[config.mk]
export PLATFORM = sky130hd
export DESIGN_NAME = bubble_motion_ctrl
export DESIGN_NICKNAME = d
export VERILOG_FILES = /design/src/rtl/bubble_pkg.sv /design/src/rtl/bubble_axis_step.sv /design/src/rtl/bubble_motion_ctrl.sv
export SDC_FILE = /design/constraint.sdc
export NUM_CORES = 1
export LEC_CHECK = 0
export BUFFER_PORTS_ARGS = -buffer_cell sky130_fd_sc_hd__buf_2
export CAP_MARGIN = 20
export CORE_ASPECT_RATIO = 1.2
export CORE_MARGIN = 10
export CORE_UTILIZATION = 45
export CTS_CLUSTER_SIZE = 30
export DETAILED_ROUTE_END_ITERATION = 10
export GPL_ROUTABILITY_DRIVEN = 0
export SETUP_SLACK_MARGIN = 0.15
export SLEW_MARGIN = 20
export SYNTH_ARGS = -nofsm -noshare
export SYNTH_HDL_FRONTEND = slang
export SYNTH_HIERARCHICAL = 1
export SYNTH_SLANG_ARGS = --single-unit
export TNS_END_PERCENT = 20
[constraint.sdc]
create_clock -name clk -period 8.54 [get_ports clk]
set_input_delay 1.708 -clock clk [delete_from_list [all_inputs] [get_ports clk]]
set_output_delay 1.708 -clock clk [all_outputs]
set_load 0.05 [all_outputs]
[src/rtl/bubble_pkg.sv]
`default_nettype none
// ============================================================================
// Module      : bubble_pkg
// Description : Shared FSM states, fixed-point constants and size helpers
//               for the bubble motion controller.
// Revision    : 1.0 - initial release
// ============================================================================
package bubble_pkg;

    typedef enum logic [1:0] {
        IDLE   = 2'd0,
        ACTIVE = 2'd1,
        SPLIT  = 2'd2
    } state_t;

    localparam int FIXED_SHIFT  = 6;
    localparam int MAX_SIZE     = 3;
    localparam int BASE_SIZE_PX = 8;
    localparam int BOUNCE_BASE  = 320;
    localparam int BOUNCE_STEP  = 64;
    localparam int POS_W        = 19;

    function automatic logic [10:0] edge_px(input logic [2:0] sz);
        edge_px = 11'(BASE_SIZE_PX << sz);
    endfunction

    function automatic logic signed [POS_W-1:0] bounce_speed(input logic [2:0] sz);
        bounce_speed = POS_W'(BOUNCE_BASE + BOUNCE_STEP * int'(sz));
    endfunction

endpackage
`default_nettype wire

[src/rtl/bubble_axis_step.sv]
`default_nettype none
// ============================================================================
// Module      : bubble_axis_step
// Description : One-axis fixed-point integration step with speed saturation
//               and reflection against a low and a high position bound.
// Revision    : 1.0 - initial release
// ============================================================================
module bubble_axis_step
    import bubble_pkg::*;
#(
    parameter bit HI_INCLUSIVE = 1'b0
) (
    input  logic signed [POS_W-1:0] i_pos,
    input  logic signed [POS_W-1:0] i_spd,
    input  logic signed [POS_W-1:0] i_accel,
    input  logic signed [POS_W-1:0] i_max_spd,
    input  logic signed [POS_W-1:0] i_lo,
    input  logic signed [POS_W-1:0] i_hi,
    input  logic signed [POS_W-1:0] i_hi_bounce_spd,
    output logic signed [POS_W-1:0] o_pos_next,
    output logic signed [POS_W-1:0] o_spd_next
);

    logic signed [POS_W-1:0] w_pos_mv;
    logic signed [POS_W-1:0] w_spd_acc;
    logic                    w_spd_neg;
    logic                    w_spd_pos;
    logic                    w_hit_hi;

    always_comb begin
        w_pos_mv  = i_pos + i_spd;
        w_spd_acc = i_spd + i_accel;
        if (w_spd_acc > i_max_spd) begin
            w_spd_acc = i_max_spd;
        end
        w_spd_neg  = w_spd_acc[POS_W-1];
        w_spd_pos  = !w_spd_acc[POS_W-1] && (|w_spd_acc);
        w_hit_hi   = HI_INCLUSIVE ? (w_pos_mv >= i_hi) : (w_pos_mv > i_hi);
        o_pos_next = w_pos_mv;
        o_spd_next = w_spd_acc;
        // Speed sign gates the bounce so a body already leaving a bound is not re-captured.
        if ((w_pos_mv < i_lo) && w_spd_neg) begin
            o_pos_next = i_lo;
            o_spd_next = -w_spd_acc;
        end else if (w_hit_hi && w_spd_pos) begin
            o_pos_next = i_hi;
            o_spd_next = i_hi_bounce_spd;
        end
    end

endmodule
`default_nettype wire

[src/rtl/bubble_motion_ctrl.sv]
`default_nettype none
// ============================================================================
// Module      : bubble_motion_ctrl
// Description : Per-bubble motion FSM feeding position and size to the
//               square drawing object; handles bounces, splits and pops.
// Revision    : 1.0 - initial release
// ============================================================================
module bubble_motion_ctrl
    import bubble_pkg::*;
#(
    parameter int X_SPEED      = 64,
    parameter int GRAVITY      = 4,
    parameter int MAX_FALL     = 512,
    parameter int POP_JUMP     = 192,
    parameter int SCREEN_LEFT  = 0,
    parameter int SCREEN_RIGHT = 639,
    parameter int FLOOR_Y      = 440
) (
    input  logic        clk,
    input  logic        reset,
    input  logic        startOfFrame,
    input  logic        spawn,
    input  logic [10:0] spawnX,
    input  logic [10:0] spawnY,
    input  logic [2:0]  spawnSize,
    input  logic        spawnDirLeft,
    input  logic        ropeHit,
    output logic [10:0] topLeftX,
    output logic [10:0] topLeftY,
    output logic [2:0]  size,
    output logic        alive,
    output logic        popped,
    output logic        splitReq,
    output logic [10:0] splitX,
    output logic [10:0] splitY,
    output logic [2:0]  splitSize
);

    localparam logic signed [POS_W-1:0] c_x_speed  = POS_W'(X_SPEED);
    localparam logic signed [POS_W-1:0] c_gravity  = POS_W'(GRAVITY);
    localparam logic signed [POS_W-1:0] c_max_fall = POS_W'(MAX_FALL);
    localparam logic signed [POS_W-1:0] c_pop_jump = POS_W'(POP_JUMP);
    localparam logic signed [POS_W-1:0] c_left_fx  = POS_W'(SCREEN_LEFT << FIXED_SHIFT);
    localparam logic signed [POS_W-1:0] c_right_fx = POS_W'((SCREEN_RIGHT + 1) << FIXED_SHIFT);
    localparam logic signed [POS_W-1:0] c_floor_fx = POS_W'(FLOOR_Y << FIXED_SHIFT);
    localparam logic signed [POS_W-1:0] c_zero     = '0;
    localparam logic [2:0]              c_max_size = 3'(MAX_SIZE);

    state_t                  r_state;
    logic signed [POS_W-1:0] r_x_pos, r_y_pos, r_x_spd, r_y_spd;
    logic [2:0]              r_size;
    logic                    r_alive, r_popped, r_split_req;
    logic [10:0]             r_split_x, r_split_y;
    logic [2:0]              r_split_size;

    logic signed [POS_W-1:0] w_edge_fx, w_x_hi, w_y_hi, w_x_bounce, w_y_bounce;
    logic signed [POS_W-1:0] w_x_pos_next, w_x_spd_next, w_y_pos_next, w_y_spd_next;
    logic [2:0]              w_spawn_size;

    assign w_edge_fx    = POS_W'(edge_px(r_size)) << FIXED_SHIFT;
    assign w_x_hi       = c_right_fx - w_edge_fx;
    assign w_y_hi       = c_floor_fx - w_edge_fx;
    assign w_x_bounce   = -r_x_spd;
    assign w_y_bounce   = -bounce_speed(r_size);
    assign w_spawn_size = (spawnSize > c_max_size) ? c_max_size : spawnSize;

    bubble_axis_step #(
        .HI_INCLUSIVE (1'b0)
    ) u_x_step (
        .i_pos           (r_x_pos),
        .i_spd           (r_x_spd),
        .i_accel         (c_zero),
        .i_max_spd       (c_x_speed),
        .i_lo            (c_left_fx),
        .i_hi            (w_x_hi),
        .i_hi_bounce_spd (w_x_bounce),
        .o_pos_next      (w_x_pos_next),
        .o_spd_next      (w_x_spd_next)
    );

    // The floor counts as touched when the bottom edge reaches it, hence inclusive.
    bubble_axis_step #(
        .HI_INCLUSIVE (1'b1)
    ) u_y_step (
        .i_pos           (r_y_pos),
        .i_spd           (r_y_spd),
        .i_accel         (c_gravity),
        .i_max_spd       (c_max_fall),
        .i_lo            (c_zero),
        .i_hi            (w_y_hi),
        .i_hi_bounce_spd (w_y_bounce),
        .o_pos_next      (w_y_pos_next),
        .o_spd_next      (w_y_spd_next)
    );

    always_ff @(posedge clk or posedge reset) begin
        if (reset) begin
            r_state      <= IDLE;
            r_x_pos      <= '0;
            r_y_pos      <= '0;
            r_x_spd      <= '0;
            r_y_spd      <= '0;
            r_size       <= '0;
            r_alive      <= 1'b0;
            r_popped     <= 1'b0;
            r_split_req  <= 1'b0;
            r_split_x    <= '0;
            r_split_y    <= '0;
            r_split_size <= '0;
        end else begin
            r_popped    <= 1'b0;
            r_split_req <= 1'b0;
            case (r_state)
                IDLE: begin
                    if (spawn) begin
                        r_x_pos <= POS_W'(spawnX) << FIXED_SHIFT;
                        r_y_pos <= POS_W'(spawnY) << FIXED_SHIFT;
                        r_x_spd <= spawnDirLeft ? -c_x_speed : c_x_speed;
                        r_y_spd <= '0;
                        r_size  <= w_spawn_size;
                        r_alive <= 1'b1;
                        r_state <= ACTIVE;
                    end
                end
                ACTIVE: begin
                    if (ropeHit) begin
                        if (r_size == 3'd0) begin
                            r_popped <= 1'b1;
                            r_alive  <= 1'b0;
                            r_state  <= IDLE;
                        end else begin
                            r_state <= SPLIT;
                        end
                    end else if (startOfFrame) begin
                        r_x_pos <= w_x_pos_next;
                        r_x_spd <= w_x_spd_next;
                        r_y_pos <= w_y_pos_next;
                        r_y_spd <= w_y_spd_next;
                    end
                end
                SPLIT: begin
                    r_size       <= r_size - 3'd1;
                    r_x_spd      <= c_x_speed;
                    r_y_spd      <= -c_pop_jump;
                    r_split_req  <= 1'b1;
                    r_split_x    <= topLeftX;
                    r_split_y    <= topLeftY;
                    r_split_size <= r_size - 3'd1;
                    r_state      <= ACTIVE;
                end
                default: r_state <= IDLE;
            endcase
        end
    end

    assign topLeftX  = r_x_pos[FIXED_SHIFT +: 11];
    assign topLeftY  = r_y_pos[FIXED_SHIFT +: 11];
    assign size      = r_size;
    assign alive     = r_alive;
    assign popped    = r_popped;
    assign splitReq  = r_split_req;
    assign splitX    = r_split_x;
    assign splitY    = r_split_y;
    assign splitSize = r_split_size;

endmodule
`default_nettype wire

After elaboration in Yosys (flattened, before gate mapping)
Index checks and enable logic that the tools add are counted.

cells by class
  order comparisons = 7
  add/sub/neg operators = 11
  reduce and logical (&&, ||, !) cells = 20
  bitwise gates (word level) = 0
  mux-type cells = 42
  shift operators = 1
  divide/modulo/power cells = 0
  multiply operators = 0
  equal/unequal tests = 7

operators with widths
  kind                    number
  $mux 19                 23
  $pmux 19 s3             2
  $pmux 19 s2             2
  $neg 19->19             3
  $add 19x19->19          2
  $lt 19x1->1 const B     2
  $reduce_or 19->1        2
  $add 19x4->19 const B   1
  $ge 19x18->1            1
  $gt 19x11->1 const B    1
  $gt 19x18->1            1
  $gt 19x8->1 const B     1
  $neg 10->19             1
  $sub 15x17->18 const A  1
  $sub 16x17->18 const A  1
  $reduce_and 4->1        3
  $shl 4x3->11 const A    1
  $add 9x9->10 const A    1
  $ne 2x2->1 const B      5
  $mux 1                  7
  $logic_and 1x1->1       6
  $mux 2                  3
  $mux 3                  2
  $pmux 2 s3              1
  12 further kinds        15

word-level totals
  latch bits = 0
  ROM bits = 0
  memory bits (writable) = 0
  bits of input ports = 31
  word-level logic and storage cells = 100
  register bits = 109
  output and inout port bits = 53
  memories kept = 0

Logic depth before layout (Yosys ltp)
Gate-level depths: netlist (run 1).

  word-level depth = 11
  depth in mapped cells = 33
  mapped depth without buffers = 27

Cells and area by module
The synthesis (run 1) kept the hierarchy.

modules (own cells, without submodules)
  module                       times used  sequential area each (um^2)  cells each  area an instance (um^2)
  bubble_motion_ctrl           1           2727.6                       513         5223.8
  bubble_axis_step (u_y_step)  1           0.0                          641         4654.5
  bubble_axis_step (u_x_step)  1           0.0                          611         4361.7

Least setup slack after synthesis (run 1)
Ideal clock, no wire load.

  path type = register to register
  start point = reg r_y_spd[5]
  end point = reg r_y_spd[17]
  required time = 8.407 ns
  library setup time = 0.133 ns
  path slack = 1.932 ns
  period minus slack after synthesis = 6.608 ns
  stages on the path, launching flop included = 30
  arrival = 6.474 ns
  path buffers = 4
  cells stage by stage = dfrtp_1 > ha_1 > clkbuf_1 > nand4_1 > nor3b_1 > o31ai_1 > a311oi_1 > o211a_1 > nor3_1 > ha_1 > and3_1 > nand4_1 > nor2_1 > a221o_1 > or3_1 > buf_2 > nand2_1 > buf_2 > buf_2 > mux2i_1 > ha_1 > nor3b_1 > nand4bb_1 > nor4_2 > o22ai_1 > o311ai_4 > mux2_1 > mux2_2 > a21oi_1 > o21ai_0

between the ends
  cells in the longest elaborated chain, start to end = 11
  elaborated cells on any way between the ends = 17
  those cells by class = add/sub (3); order compare (3); mux (6); reduce/logical (5)

ends and longest elaborated chain
  element                                                                line                       source
  from (decl)                                                            bubble_motion_ctrl.sv:50   logic signed [POS_W-1:0] r_x_pos, r_y_pos, r_x_spd, r_y_spd;
  from (signal assigned)                                                 bubble_motion_ctrl.sv:138  r_y_spd <= w_y_spd_next;
  from (signal assigned)                                                 bubble_motion_ctrl.sv:144  r_y_spd <= -c_pop_jump;
  parallel branches: the longest is 7 deep, another holds $add 19x4->19  n/a
  $mux 19 (*)                                                            bubble_axis_step.sv:42     if ((w_pos_mv < i_lo) && w_spd_neg) begin
  via w_y_spd_next[17]                                                   bubble_motion_ctrl.sv:57   logic signed [POS_W-1:0] w_x_pos_next, w_x_spd_next, w_y_pos_next, w_y_spd_next;
  $mux 19 (*)                                                            bubble_motion_ctrl.sv:134  end else if (startOfFrame) begin
  $mux 19 (*)                                                            bubble_motion_ctrl.sv:126  if (ropeHit) begin
  $pmux 19 s3 (*)                                                        bubble_motion_ctrl.sv:113  case (r_state)

Mark *: on every way through the listed nets, which the timed path passes. The select of a mux whose other input is x is not followed.
A chain may end at the register's enable or synchronous reset.

Worst setup path in the final report (run 1)
  start point = reg r_y_spd[6]
  end point = reg r_y_spd[17]

Same word-level chain as after synthesis.

==> results of run 1 <==
==> stage by stage <==
step | cell area, um2 | setup WS (ns)
3_3_place_gp | 15500 | 1.29
6_report | 15900 | 1.04
5_1_grt | 15900 | 0.438
3_5_place_dp | 15600 | 1.15
2_1_floorplan | 15000 | 1.93
4_1_cts | 15900 | 1.12
==> flip-flops by register name, summed over array words and instances, names as in the netlist, 2 cells and up <==
signal     count
splitY        11
size           3
r_x_pos       19
r_y_spd       19
r_y_pos       19
r_state        2
splitX        11
splitSize      3
r_x_spd       19
==> area by class of cell <==
cell class                 count  area [um2]  area share (%)
tap                          401         502            3.16
timing repair buffer          98         528            3.33
multi-input combinational   1618       11200            70.9
clock buffer                  10         229            1.44
inverter                     147         554            3.49
clock inverter                 6        76.3           0.481
sequential                   109        2730            17.2
==> cell usage in the layout (no fill, tap or decap), types with 8 or more instances in the layout <==
cell,n
nor3b_1,9
or3_1,10
clkbuf_16,9
nand3_1,63
and2_1,9
o31ai_1,11
o211ai_1,12
o21ai_1,10
a31o_2,10
dfrtp_1,109
a21oi_1,130
conb_1,207
inv_1,146
a21o_1,50
nor2_1,108
nand2b_1,18
and3_1,17
a31oi_1,18
o21bai_1,10
nor4_1,12
xnor2_1,68
a211oi_1,25
a22oi_1,8
mux2_2,29
xor2_1,36
nand2_1,127
a22o_1,19
a221oi_1,20
nor3_1,49
o21a_1,18
ha_1,198
o221ai_1,21
mux2i_1,44
nor2b_1,14
nand4_1,22
buf_2,83
o22ai_1,8
o21ai_0,96
buf_4,15
==> logic make-up after synthesis <==
group,share of synthesized area (%)
AOI/OAI and AO/OA,25.8
xor gates and xnor gates,6.40
adders and majority gates,18.0
buffers and inverters,7.39
DFF,19.2
muxes,5.70
other,0.0527
and+or+nand+nor,17.5
==> worst register-to-register path, cell delays in order (launching register included) <==
cell       delay (ns)
dfrtp_1          0.41
ha_1             0.38
nand4_1          0.18
nor3b_1          0.11
o31ai_1          0.52
a311oi_1         0.21
o211a_1          0.25
nor3_1           0.28
ha_1             0.37
and3_1           0.23
nand4_1          0.11
nor2_1           0.07
a221o_1          0.39
or3_1            0.50
nand2_1          0.39
mux2i_1          0.30
ha_1             0.31
nor3b_1          0.30
nand4bb_1        0.19
nor4_2           0.28
o22ai_1          0.23
o311ai_4         0.27
buf_4            0.29
mux2_1           0.34
mux2_2           0.26
a21oi_1          0.11
o21ai_0          0.09
==> worst max path at each step <==
stage / depth (start not counted) / start / slack [ns] / endpoint
detailed placement: 26 / r_y_spd[2] / 1.15 / r_y_spd[12]
floorplan: 29 / r_y_spd[5] / 1.93 / r_y_spd[17]
global placement: 26 / r_y_spd[5] / 1.29 / r_y_spd[12]
global route: 26 / r_y_spd[2] / 0.44 / r_y_spd[9]
finish: 26 / r_y_spd[6] / 1.04 / r_y_spd[17]
CTS: 26 / r_y_spd[2] / 1.12 / r_y_spd[12]
==> routing by layer <==
| layer | up-vias | track usage (%) |
|---|---|---|
| met5 | - | 0 |
| met4 | 0 | 9.34 |
| met3 | 86 | 1.58 |
| met2 | 227 | 41.8 |
| met1 | 6282 | 21.3 |
| li1 | 6687 | - |
==> impl_metrics.csv, run 1 <==
group,metric,value,unit
grt,grt_first_pass_wirelength,67300,um
timing,tightest_slew,1.06,ns
logic_synthesis,synth_flop_cell,"dfrtp_1",
grt,grt_start_max_net_pins,61,
run,cap_violations,0,
worst_setup_path,reg2reg_slack,1.04,ns
cts,clock-sinks,109,
finish,nNetsFinal,2217,
logic_synthesis,seq_area_frac_synth,19.2,%
timing,fin_crit_sh,87.8,%
worst_setup_path,crit_path_end_kind,"flop",
logic_synthesis,yosys.area.top_type,"dfrtp_1",
cts,cts.repair.resized,0,
cts,cts_buffers,9,
route,top_layer_used,"met4",
placement,placed_cells,2373,
floorplan,fp.dieArea,0.0392,mm2
worst_setup_path,path_max_fanout,21,
finish,area_growth,11.4,%
cts,cts_setup_buffers,0,
worst_setup_path,rr_startpoint,"r_y_spd[6]",
placement,dpl.hpwl,33500,um
route,drt-pass1-iter-count,5,
logic_synthesis,avgSynthCellArea,8.07,um2
cts,h-tree-depth,3,
grt,overflow,0,
timing,max_freq,133,MHz
logic_synthesis,async_flop_share,100,%
route,met1_length,16100,um
route,vias,13300,
worst_setup_path,reg2reg_depth,26,
route,wl_per_cell,17.7,um
timing,hold_violations,0,
worst_hold_path,whs_path_depth,1,
worst_setup_path,rr_endpoint,"r_y_spd[17]",
finish,diodes,0,
grt,antenna_found_initial,0,
finish,fin_cells,2389,
timing,rsz0062_at_grt,"false",
worst_setup_path,crit_family,"simple AND/OR/NAND/NOR gates",
finish,layout-drive-gt1-share,9.26,%
floorplan,rows,71,
timing,clock_skew,0.0151,ns
route,drcViolationCount,0,
worst_hold_path,hold_path_class,"flop to flop",
route,ant_nets,0,
worst_setup_path,crit_type,"flop to flop",
timing,finalSetupViolCount,0,
route,dr_wl_met2,23500,um
run_status,status,"completed",
logic_synthesis,ys_ff_latch,109,
floorplan,io-pin-count,84,
route,route.met3.wl,878,um
route,first_iter_violations,639,
finish,num-fill-cells,3107,
logic_synthesis,yosysMostFrequentCell,"ha_1",
grt,grt_pass1_vias,13100,
logic_synthesis,yosysWarnings,6,
cts,cts_root_buf,"clkbuf_16",
floorplan,die_h,215,um
worst_setup_path,required,8.78,ns
cts,hold_buffers,0,
cts,cts_tree,"done",
floorplan,die_w,182,um
worst_setup_path,critPathLaunchType,"flop",
placement,port_buffers,83,
worst_setup_path,max_stage_delay,0.52,ns
cts,clkLatencyLatePin,0.38,ns
route,avgViaCountPerCell,5.56,
grt,grt_usage,20.9,%
cts,clk_path_buf_depth,2,
logic_synthesis,syn_area,0.0142,mm2
worst_hold_path,hold_end,"splitSize[1]",
timing,slew_headroom,29.2,%
logic_synthesis,yosys-top-cells-area,"dfrtp_1 (19%), ha_1 (17%), a21oi_1 (4.6%)",
route,wirelength,42200,um
timing,drv_slew,0,
worst_setup_path,cp_slowest_cell,"o31ai_1",
logic_synthesis,synth_edf_count,0,
cts,cts.clk_slew.worst_paths,0.08,ns
logic_synthesis,synth_top_area_share,19.2,%
worst_setup_path,worstPathArrival,7.73,ns
logic_synthesis,synth_cell_type_count,86,
worst_hold_path,hold_path.startpoint,"splitSize[1]",
logic_synthesis,synth_common_cells,"ha_1 (199), inv_1 (147), a21oi_1 (130)",
timing,final.setup.tns,0,ns
worst_setup_path,crit_top_cell,"ha_1",
timing,fin_crit,7.50,ns
worst_setup_path,critical_path_buf_inv_count,1,
floorplan,initial_utilization,45.5,%
finish,fin_util,50.7,%
logic_synthesis,syn_inst,1765,
floorplan,core,0.0313,mm2
timing,whs,0.487,ns
Power of run 1 is not shown: default switching activity piles up to over one toggle a cycle in this logic, so the estimate is an artifact.
==> run 2: changes to the inputs <==
--- a/config.mk
+++ b/config.mk
@@ -14,4 +14,5 @@
 export DETAILED_ROUTE_END_ITERATION = 10
 export GPL_ROUTABILITY_DRIVEN = 0
+export PLACE_DENSITY = 0.62
 export SETUP_SLACK_MARGIN = 0.15
 export SLEW_MARGIN = 20
==> constraint.sdc (replaced) <==
create_clock -name clk -period 8.54 [get_ports clk]
set_input_delay 1.708 -clock clk [delete_from_list [all_inputs] [get_ports clk]]
set_output_delay 1.708 -clock clk [all_outputs]
set_load 0.005 [all_outputs]
==> impl_metrics.csv, run 2 (synthesis gave the netlist of run 1 again) <==
group,metric,value,unit
grt,grt_pass1_vias,13200,
worst_setup_path,cp_slowest_cell,"buf_4",
timing,tightest_slew,1.18,ns
timing,max_freq,135,MHz
grt,grt_first_pass_wirelength,67500,um
timing,hold_violations,0,
timing,drv_slew,0,
finish,nNetsFinal,2218,
worst_setup_path,crit_type,"flop to flop",
finish,layout-drive-gt1-share,9.30,%
grt,antenna_found_initial,1,
timing,clock_skew,0.0119,ns
cts,clk_path_buf_depth,2,
finish,final_common_cell,"conb_1",
cts,cts_tree,"done",
timing,fin_crit,7.39,ns
finish,layout_common_cells,"conb_1 (207), ha_1 (198), inv_1 (146), a21oi_1 (130), nand2_1 (127)",
cts,cts_buffers,9,
route,dr_wl_met2,22900,um
grt,grt_start_max_net_pins,61,
floorplan,die_h,215,um
worst_setup_path,rr_startpoint,"r_y_spd[5]",
finish,area_growth,11.3,%
worst_setup_path,path_max_fanout,50,
route,first_iter_violations,629,
route,ant_nets,0,
worst_setup_path,max_stage_delay,0.52,ns
placement,dpl.hpwl,33400,um
floorplan,io-pin-count,84,
grt,overflow,0,
route,met1_length,16000,um
floorplan,rows,71,
cts,cts.clk_slew.worst_paths,0.08,ns
cts,h-tree-depth,3,
timing,slew_headroom,21.4,%
worst_hold_path,hold_path.startpoint,"splitSize[1]",
timing,fin_crit_sh,86.5,%
cts,cts.repair.resized,0,
cts,cts_setup_buffers,0,
route,drcViolationCount,0,
route,vias,13200,
finish,fin_util,50.7,%
route,avgViaCountPerCell,5.53,
worst_setup_path,required,8.79,ns
timing,rsz0062_at_grt,"false",
worst_setup_path,critPathLaunchType,"flop",
floorplan,die_w,182,um
timing,final.setup.tns,0,ns
run_status,status,"completed",
worst_setup_path,cp-startpoint,"r_y_spd[5]",
placement,port_buffers,83,
cts,clkLatencyLatePin,0.38,ns
timing,finalSetupViolCount,0,
floorplan,core,0.0313,mm2
route,wl_per_cell,17.4,um
run,cap_violations,0,
route,top_layer_used,"met4",
floorplan,initial_utilization,45.5,%
worst_setup_path,crit_path_end_kind,"flop",
route,wirelength,41600,um
cts,hold_buffers,0,
floorplan,fp.dieArea,0.0392,mm2
worst_hold_path,hold_path_class,"flop to flop",
grt,grt_usage,21.0,%
worst_setup_path,worstPathArrival,7.64,ns
route,drt-pass1-iter-count,5,
route,route.met3.wl,748,um
cts,cts_root_buf,"clkbuf_16",
cts,clock-sinks,109,
[run 2: cell types whose count changed in the layout (fill, tap and decap cells not counted), sizes merged]
| cell | previous run | this run |
|---|---|---|
| clkinvlp | 0 | 2 |
| buf | 98 | 99 |
| bufinv | 1 | 0 |
| clkinv | 1 | 0 |
| diode | 0 | 1 |
[run 2: layer usage]
layer  global-route usage [%]  vias to the layer above
met5                        0                        -
met4                     10.6                        0
met3                     1.98                       93
met2                     41.1                      208
met1                     21.3                     6215
li1                         -                     6697
[run 2: worst paths after layout]
path                                end  slack [ns]  depth (start not counted)
min in group asynchronous     splitY[2]        1.41                          2
max in group asynchronous    r_x_pos[0]        5.85                          3
min                        splitSize[1]        0.49                          1
min reg2reg                splitSize[1]        0.49                          1
max                         r_y_spd[12]        1.15                         26
max reg2reg                 r_y_spd[12]        1.15                         26
[run 2: layout make-up]
type	instances	area (um2)
antenna	1	2.50
clock buffer	10	229
clock inverter	6	52.6
fill	3134	15400
inverter	147	554
multi-input combinational	1618	11200
sequential	109	2730
tap	401	502
timing repair buffer	99	543
[run 2: stage by stage]
stage	instances	area, um2	worst slack [ns]	hold WS (ns)
floorplan	1970	15000	1.93	0.471
global placement	2373	15500	1.34	0.466
detailed placement	2373	15500	1.19	0.483
CTS	2389	15800	1.14	0.501
global route	2391	15900	0.443	0.517
finish	2391	15900	1.15	0.492
[run 2: worst max-delay path: cells and delay by family (launching register included)]
family | cells | cell delay, ns
AO/OA/AOI/OAI | 8 | 2.06
flip-flops | 1 | 0.41
buffers and inverters | 1 | 0.52
AND/OR/NAND/NOR | 11 | 2.59
adder cells (fa/ha/maj) | 3 | 1.03
multiplexers | 3 | 0.63
Power of run 2 is left out for the same reason.
==> run 3: changes to the inputs <==
BUFFER_PORTS_ARGS = -buffer_cell sky130_fd_sc_hd__buf_4   (was -buffer_cell sky130_fd_sc_hd__buf_2)
==> impl_metrics.csv, run 3 (synthesis gave the netlist of run 1 again) <==
group,metric,value,unit
run_status,status,"completed",
cts,cts.clk_slew.worst_paths,0.08,ns
run,cap_violations,0,
grt,grt_start_max_net_pins,61,
cts,cts_root_buf,"clkbuf_16",
route,vias,13200,
grt,antenna_found_initial,1,
cts,clock-sinks,109,
route,ant_nets,0,
floorplan,core,0.0313,mm2
placement,dpl.hpwl,33700,um
worst_setup_path,crit_type,"flop to flop",
cts,cts_tree,"done",
grt,grt_pass1_vias,13000,
timing,finalSetupViolCount,0,
worst_setup_path,required,8.83,ns
route,drt-pass1-iter-count,5,
finish,num-fill-cells,3101,
floorplan,die_w,182,um
floorplan,rows,71,
worst_hold_path,hold_path_class,"flop to flop",
worst_setup_path,cp_slowest_cell,"buf_4",
cts,cts.repair.resized,0,
route,drcViolationCount,0,
grt,grt_first_pass_wirelength,67700,um
worst_setup_path,path_max_fanout,50,
cts,clk_path_buf_depth,2,
worst_setup_path,critPathLaunchType,"flop",
route,avgViaCountPerCell,5.53,
cts,hold_buffers,0,
cts,cts_setup_buffers,0,
placement,port_buffers,83,
finish,nNetsFinal,2219,
timing,drv_slew,0,
finish,area_growth,12.8,%
worst_setup_path,crit_top_cell,"ha_1",
timing,hold_violations,0,
grt,grt_usage,21.0,%
cts,clkLatencyLatePin,0.37,ns
floorplan,io-pin-count,84,
timing,final.setup.tns,0,ns
finish,final_common_cell,"conb_1",
cts,h-tree-depth,3,
timing,tightest_slew,1.08,ns
finish,layout-drive-gt1-share,9.35,%
timing,fin_crit_sh,87.8,%
worst_setup_path,crit_family,"simple AND/OR/NAND/NOR gates",
route,wl_per_cell,17.6,um
floorplan,die_h,215,um
timing,max_freq,133,MHz
grt,overflow,0,
timing,fin_crit,7.50,ns
timing,clock_skew,0.0106,ns
finish,layout_common_cells,"conb_1 (207), ha_1 (198), inv_1 (146), a21oi_1 (130), nand2_1 (127)",
route,first_iter_violations,551,
worst_setup_path,max_stage_delay,0.52,ns
cts,cts_buffers,9,
timing,slew_headroom,28.2,%
worst_setup_path,critical_path_buf_inv_count,1,
floorplan,fp.dieArea,0.0392,mm2
floorplan,initial_utilization,45.5,%
worst_setup_path,worstPathArrival,7.79,ns
timing,rsz0062_at_grt,"false",
route,wirelength,42000,um
worst_setup_path,crit_path_end_kind,"flop",
## run 3: cell types whose count changed in the layout (fill, tap and decap cells not counted), sizes merged
cell / before / now
clkinv: 0 / 2
inv: 151 / 149
buf: 99 / 100
clkbuf: 10 / 9
## run 3: through the flow
stage          worst slack, ns  std cells  hold WS [ns]  utilization [%]  instance area, um2
2_1_floorplan             1.93       1970         0.471                -               15000
3_3_place_gp              1.32       2374         0.464             50.4               15800
3_5_place_dp              1.15       2374         0.473             50.4               15800
4_1_cts                   1.10       2389         0.491             51.3               16000
5_1_grt                  0.458       2391         0.511             51.4               16100
6_report                  1.04       2391         0.486             51.4               16100
## run 3: layer usage
layer	part of all wire, %	up-vias	global-route usage (%)
li1	-	6711	-
met1	38	6238	21.4
met2	57	209	42.4
met3	1.9	65	1.23
met4	3.4	0	8.69
met5	0	-	0
## run 3: worst paths after layout
check,depth (start not counted),slack [ns],from,to
worst min-delay path,1,0.49,splitSize[1],splitSize[1]
max in group asynchronous,3,5.82,reset,r_x_pos[0]
min in group asynchronous,2,1.43,reset,r_y_spd[14]
worst max-delay path,26,1.04,r_y_spd[6],r_y_spd[9]
worst min register to register,1,0.49,splitSize[1],splitSize[1]
worst max register to register,26,1.04,r_y_spd[6],r_y_spd[9]
## run 3: cell type report
class,count,area (um2),area share (%)
multi-input cells,1618,11200,70.0
flip-flops and latches,109,2730,17.0
repair buffers,100,758,4.72
inverters,147,554,3.45
well taps,401,502,3.12
clock buffers,9,225,1.40
clock inverters,6,46.3,0.288
diodes,1,2.50,0.0156
## run 3: worst register-to-register path, cell delays in order (launching register included)
cell,delay [ns]
dfrtp_1,0.41
ha_1,0.39
nand4_1,0.17
nor3b_1,0.11
o31ai_1,0.50
a311oi_1,0.20
o211a_1,0.25
nor3_1,0.25
ha_1,0.36
and3_1,0.23
nand4_1,0.11
nor2_1,0.07
a221o_1,0.39
or3_1,0.50
nand2_1,0.39
mux2i_1,0.30
ha_1,0.31
nor3b_1,0.28
nand4bb_1,0.19
nor4_2,0.30
o22ai_1,0.24
o311ai_4,0.28
buf_4,0.52
nor2_1,0.11
a311oi_1,0.30
a21oi_1,0.10
o21ai_0,0.18
Power of run 3 is left out for the same reason.
